<file path="src/rtl/multi_lockin.sv">
// ---------------------------------------------------------------------------
// multi_lockin
//
// Multi-channel lock-in amplifier. Each accepted input sample is multiplied
// by an in-phase (sin) and a quadrature (cos) reference, one channel per
// clock, through a single shared pair of multipliers. The scaled products
// are accumulated over DECIM samples, then averaged, saturated and presented
// on x_o / y_o together with a one-cycle done_o pulse.
//
// Ports
//   clk_i      : clock, all logic on the rising edge
//   reset_i    : synchronous, active-high reset
//   tick_i     : one-cycle pulse, a new sample is present on data_i/ref_*_i
//   data_i     : NUM_CH signed samples, channel k at [k*NUM_BITS +: NUM_BITS]
//   ref_sin_i  : signed in-phase reference
//   ref_cos_i  : signed quadrature reference
//   x_o        : signed in-phase results, packed like data_i
//   y_o        : signed quadrature results, packed like data_i
//   done_o     : one-cycle pulse, x_o/y_o carry fresh results
//   busy_o     : high while a sample is being processed
//   overrun_o  : sticky, a tick arrived while busy and was dropped
//   count_o    : number of done_o pulses, wraps at 2^32
// ---------------------------------------------------------------------------
module multi_lockin #(
    parameter int NUM_CH   = 4,
    parameter int NUM_BITS = 24,
    parameter int DECIM    = 64
) (
    input  logic                         clk_i,
    input  logic                         reset_i,
    input  logic                         tick_i,
    input  logic [NUM_CH*NUM_BITS-1:0]   data_i,
    input  logic [NUM_BITS-1:0]          ref_sin_i,
    input  logic [NUM_BITS-1:0]          ref_cos_i,
    output logic [NUM_CH*NUM_BITS-1:0]   x_o,
    output logic [NUM_CH*NUM_BITS-1:0]   y_o,
    output logic                         done_o,
    output logic                         busy_o,
    output logic                         overrun_o,
    output logic [31:0]                  count_o
);

    localparam int ACC_SHIFT = $clog2(DECIM);
    localparam int ACC_W     = NUM_BITS + ACC_SHIFT + 1;
    localparam int PROD_W    = 2 * NUM_BITS;
    localparam int TERM_W    = NUM_BITS + 1;
    localparam int CH_W      = (NUM_CH > 1) ? $clog2(NUM_CH) : 1;
    localparam int SC_W      = (ACC_SHIFT > 0) ? ACC_SHIFT : 1;

    localparam logic [CH_W-1:0] LAST_CH     = CH_W'(NUM_CH - 1);
    localparam logic [SC_W-1:0] LAST_SAMPLE = SC_W'(DECIM - 1);

    localparam logic signed [ACC_W-1:0] SAT_MAX = ACC_W'({1'b0, {(NUM_BITS-1){1'b1}}});
    localparam logic signed [ACC_W-1:0] SAT_MIN = ~SAT_MAX;

    typedef enum logic [1:0] {
        IDLE,
        MAC,
        FIN
    } state_t;

    state_t state;
    state_t state_next;

    logic [CH_W-1:0]               ch;
    logic [SC_W-1:0]               samp;
    logic [NUM_CH*NUM_BITS-1:0]    data_r;
    logic signed [NUM_BITS-1:0]    sin_r;
    logic signed [NUM_BITS-1:0]    cos_r;
    logic signed [ACC_W-1:0]       acc_x [NUM_CH];
    logic signed [ACC_W-1:0]       acc_y [NUM_CH];

    logic signed [NUM_BITS-1:0]    cur_d;
    logic signed [PROD_W-1:0]      prod_x;
    logic signed [PROD_W-1:0]      prod_y;
    logic signed [TERM_W-1:0]      px;
    logic signed [TERM_W-1:0]      py;
    logic signed [ACC_W-1:0]       upd_x [NUM_CH];
    logic signed [ACC_W-1:0]       upd_y [NUM_CH];

    logic accept;
    logic drop;
    logic last_mac;
    logic dump;

    // Average (arithmetic shift = floor) and clamp to the output range.
    function automatic logic signed [NUM_BITS-1:0] saturate(input logic signed [ACC_W-1:0] a);
        logic signed [ACC_W-1:0] s;
        s = a >>> ACC_SHIFT;
        if (s > SAT_MAX) begin
            return SAT_MAX[NUM_BITS-1:0];
        end else if (s < SAT_MIN) begin
            return SAT_MIN[NUM_BITS-1:0];
        end else begin
            return s[NUM_BITS-1:0];
        end
    endfunction

    // State register.
    always_ff @(posedge clk_i) begin
        if (reset_i) begin
            state <= IDLE;
        end else begin
            state <= state_next;
        end
    end

    // Next-state logic.
    always_comb begin
        state_next = state;
        case (state)
            IDLE:    if (tick_i) state_next = MAC;
            MAC:     if (ch == LAST_CH) state_next = FIN;
            FIN:     state_next = IDLE;
            default: state_next = IDLE;
        endcase
    end

    // FSM decodes. The dump is decided on the last MAC cycle so that the
    // registered results and done_o appear together during FIN.
    always_comb begin
        busy_o   = (state != IDLE);
        accept   = (state == IDLE) && tick_i;
        drop     = (state != IDLE) && tick_i;
        last_mac = (state == MAC) && (ch == LAST_CH);
        dump     = last_mac && (samp == LAST_SAMPLE);
    end

    // Select the channel under processing from the captured sample.
    always_comb begin
        cur_d = '0;
        for (int k = 0; k < NUM_CH; k++) begin
            if (ch == CH_W'(k)) begin
                cur_d = data_r[k*NUM_BITS +: NUM_BITS];
            end
        end
    end

    // Shared multiplier pair; keeping NUM_BITS+1 bits after the floor shift
    // leaves room for the full-scale negative times full-scale negative case.
    assign prod_x = cur_d * sin_r;
    assign prod_y = cur_d * cos_r;
    assign px     = TERM_W'(prod_x >>> (NUM_BITS - 1));
    assign py     = TERM_W'(prod_y >>> (NUM_BITS - 1));

    // Accumulator values including the product of the current MAC cycle.
    always_comb begin
        for (int k = 0; k < NUM_CH; k++) begin
            upd_x[k] = acc_x[k];
            upd_y[k] = acc_y[k];
            if ((state == MAC) && (ch == CH_W'(k))) begin
                upd_x[k] = acc_x[k] + ACC_W'(px);
                upd_y[k] = acc_y[k] + ACC_W'(py);
            end
        end
    end

    // Datapath: capture, channel stepping, accumulation, dump and status.
    always_ff @(posedge clk_i) begin
        if (reset_i) begin
            ch        <= '0;
            samp      <= '0;
            data_r    <= '0;
            sin_r     <= '0;
            cos_r     <= '0;
            x_o       <= '0;
            y_o       <= '0;
            done_o    <= 1'b0;
            overrun_o <= 1'b0;
            count_o   <= '0;
            for (int k = 0; k < NUM_CH; k++) begin
                acc_x[k] <= '0;
                acc_y[k] <= '0;
            end
        end else begin
            done_o <= dump;

            if (drop) begin
                overrun_o <= 1'b1;
            end

            if (accept) begin
                data_r <= data_i;
                sin_r  <= ref_sin_i;
                cos_r  <= ref_cos_i;
                ch     <= '0;
            end else if ((state == MAC) && (ch != LAST_CH)) begin
                ch <= ch + 1'b1;
            end

            for (int k = 0; k < NUM_CH; k++) begin
                acc_x[k] <= dump ? '0 : upd_x[k];
                acc_y[k] <= dump ? '0 : upd_y[k];
            end

            if (dump) begin
                for (int k = 0; k < NUM_CH; k++) begin
                    x_o[k*NUM_BITS +: NUM_BITS] <= saturate(upd_x[k]);
                    y_o[k*NUM_BITS +: NUM_BITS] <= saturate(upd_y[k]);
                end
                count_o <= count_o + 32'd1;
            end

            if (state == FIN) begin
                samp <= (samp == LAST_SAMPLE) ? '0 : samp + 1'b1;
            end
        end
    end

endmodule

</file>
<file path="config.mk">
export PLATFORM = sky130hd
export DESIGN_NAME = multi_lockin
export DESIGN_NICKNAME = d
export VERILOG_FILES = /design/src/rtl/multi_lockin.sv
export SDC_FILE = /design/constraint.sdc
export NUM_CORES = 2
export LEC_CHECK = 0
export ABC_AREA = 1
export ABC_CLOCK_PERIOD_IN_PS = 19970
export CAP_MARGIN = 40
export CORE_ASPECT_RATIO = 0.7
export CORE_MARGIN = 2
export CORE_UTILIZATION = 41
export DETAILED_ROUTE_END_ITERATION = 10
export PLACE_DENSITY = 0.59
export SKIP_LAST_GASP = 1
export SLEW_MARGIN = 20
export SYNTH_ARGS = -nofsm -noshare
export SYNTH_HDL_FRONTEND = slang
export SYNTH_SLANG_ARGS = --single-unit
</file>
<file path="constraint.sdc">
create_clock -name clk_i -period 19.97 [get_ports clk_i]
set_input_delay 3.994 -clock clk_i [delete_from_list [all_inputs] [get_ports clk_i]]
set_output_delay 3.994 -clock clk_i [all_outputs]
set_load 0.02 [all_outputs]
</file>
==> flow_metrics.env <==
export IMPL_status="finished with violations"
export IMPL_violations="DRC"
export IMPL_coreArea_um2=185000
export IMPL_ctsResizeCount=0
export IMPL_synth_top_area_share_pct=31.9
export IMPL_drtIter0Drc=6489
export IMPL_synth_seq_area_share_pct=16.4
export IMPL_async_flop_share_pct=0
export IMPL_netlist_top_cells_area="fa_1 (32%), dfxtp_1 (16%), nand2_1 (11%)"
export IMPL_clkLatencyLatePin_ps=750
export IMPL_synth_cell_types=59
export IMPL_clock_sinks=628
export IMPL_die_x_um=520
export IMPL_synth_cell_area_um2=76400
export IMPL_grt_start_max_net_pins=91
export IMPL_yosys_area_top_type="fa_1"
export IMPL_mostFrequentLayoutCell="nand2_1"
export IMPL_tns_ps=0
export IMPL_yosys_register_bits=628
export IMPL_grt_ovfl_total=0
export IMPL_place_gp_congestion=1.01
export IMPL_syn_to_final_growth_pct=12.8
export IMPL_critPathArrivalTime_ps=13400
export IMPL_fin_crit_sh_pct=63.7
export IMPL_cts_tree="done"
export IMPL_synth_net_count=11718
export IMPL_synth_avg_cell_area_um2=7.77
export IMPL_critPathMaxStageDelay_ps=660
export IMPL_postSynthCellCount=9842
export IMPL_required_ps=20640
export IMPL_cp_max_fo=41
export IMPL_start_kind="flip-flop"
export IMPL_grt_pass1_wl_um=418000
export IMPL_synth_edff_count=0
export IMPL_antenna_found_initial=12
export IMPL_fill_cells=18261
export IMPL_drt_first_pass_iters=9
export IMPL_wl_per_cell_um=21.6
export IMPL_detail_route_antenna_nets=0
export IMPL_cts_made_buffers=74
export IMPL_slowest_stage="a21oi_1"
export IMPL_drive_gt1_share_pct=4.27
export IMPL_start_util_pct=41.3
export IMPL_rsz0062_at_grt="no"
export IMPL_dpl_hpwl_um=214000
export IMPL_clkSlewWorstSetupHoldPaths_ps=60
export IMPL_fin_skew_ps=62.6
export IMPL_r2r_start="ch[1]$_SDFFE_PP0P_"
export IMPL_first_global_vias=68293
export IMPL_io_pins=374
export IMPL_crit_type="reg -> reg"
export IMPL_routed_via_count=67289
export IMPL_die_h_um=365
export IMPL_wl_um=273000
export IMPL_fmaxAchievable_ghz=0.0786
export IMPL_io_buffers=373
export IMPL_grt_usage_pct=28.9
export IMPL_die_area_um2=190000
export IMPL_postCtsHoldBufs=0
export IMPL_min_delay_start="x_o[40]$_SDFFE_PP0P_"
export IMPL_startpoint="ch[1]$_SDFFE_PP0P_"
export IMPL_cap_violations=0
export IMPL_hold_class="reg -> reg"
export IMPL_nets=11952
export IMPL_cts_root_buf="clkbuf_16"
export IMPL_vias_per_cell=5.33
export IMPL_hold_viol_final=0
export IMPL_setup_viol=0
export IMPL_min_period_ps=12720
export IMPL_post_cts_buffers=0
export IMPL_drc=8
export IMPL_relSlewSlack_pct=39.1
export IMPL_htreeDepth=3
export IMPL_tightest_slew_ps=913
export IMPL_final_max_slew_violation_count=0
export IMPL_worstSetupEndpointType="flip-flop"
export IMPL_synth_ff_type="dfxtp_1"
export IMPL_yosysWarnings=0
export IMPL_ctsLongestPathBuffers=3
export IMPL_crit_path_frequent_cell="fa_1"
export IMPL_num_rows=132
export IMPL_final_cell_mix="nand2_1 (2,170), inv_1 (1,597), nor2_1 (1,221)"
worst paths after layout:
| kind | to | slack, ps | cells after the start |
|---|---|---|---|
| min | x_o[40]$_SDFFE_PP0P_ | 450 | 2 |
| min reg2reg | x_o[40]$_SDFFE_PP0P_ | 450 | 2 |
| max | x_o[27]$_SDFFE_PP0P_ | 7250 | 41 |
| max reg2reg | x_o[27]$_SDFFE_PP0P_ | 7250 | 41 |
critical path, delay by kind of cell, from the launching register on:
| family | cells | cell delay, ps |
|---|---|---|
| compound gates | 14 | 4050 |
| fa+ha+maj | 10 | 4800 |
| buf+inv | 9 | 1690 |
| flops | 1 | 360 |
| simple gates | 8 | 1600 |
synthesized netlist by cell type, types with 27 or more instances:
library cell     n
o21ai_0        533
o21bai_1        38
ha_1           509
a21oi_1        520
mux2i_1         60
inv_1         1603
a22oi_1         27
xor2_1         143
nand4_1         60
nand3_1        152
o21ai_1         33
a21o_1          52
a31oi_1         29
xnor2_1        103
nand2_1       2172
fa_1          1220
clkbuf_1       332
or2_2           35
nor2_1        1225
nor3_1          72
dfxtp_1        628
through the flow:
stage / setup WS [ps] / instance area (um^2) / hold slack [ps] / std cells / util (%)
finish: 7250 / 86200 / 450 / 12622 / 46.6
global route: 6430 / 86200 / 465 / 12616 / 46.6
CTS: 6940 / 86000 / 452 / 12603 / 46.5
detailed placement: 7010 / 83300 / 439 / 12468 / 45.0
global placement: 6830 / 82900 / 437 / 12443 / 44.8
floorplan: 9900 / 76400 / 425 / 9842 / -
registers in the layout, indices dropped and copies added (netlist names), 2 cells and up:
signal	count
acc_y	124
x_o	96
sin_r	24
acc_x	124
samp	6
ch	2
count_o	32
cos_r	24
state	2
data_r	96
y_o	96
cell type report:
class / instances / area, um^2 / area share (%)
clock buffer: 95 / 2050 / 2.38
multi-input combinational: 7200 / 56400 / 65.4
antenna: 8 / 20.0 / 0.0232
clock inverter: 40 / 669 / 0.776
inverter: 1630 / 6130 / 7.10
timing repair buffer: 542 / 5310 / 6.16
sequential: 628 / 12600 / 14.6
tap: 2479 / 3100 / 3.60
kinds of logic after synthesis:
logic type,after synthesis,share of synthesized area (%)
simple gates,3806,19.8
buf+inv,2014,10.0
fa+ha+maj,1729,40.3
compound gates,1359,9.86
flops,628,16.4
xor+xnor,246,2.82
mux,60,0.786
layer usage:
layer  GRT usage (%)  up-vias  routed length (um)  share of wire, %
met5           0.551        -                 207             0.076
met4            8.22       12                9080               3.3
met3            8.42      518               31000                11
met2            41.7     3109              110000                40
met1            41.8    32877              122000                45
li1                -    30773                   -                 -
Power is left out: the tool's default activity adds up to more than one toggle a clock period on the data nets, which glitch-free logic cannot reach.
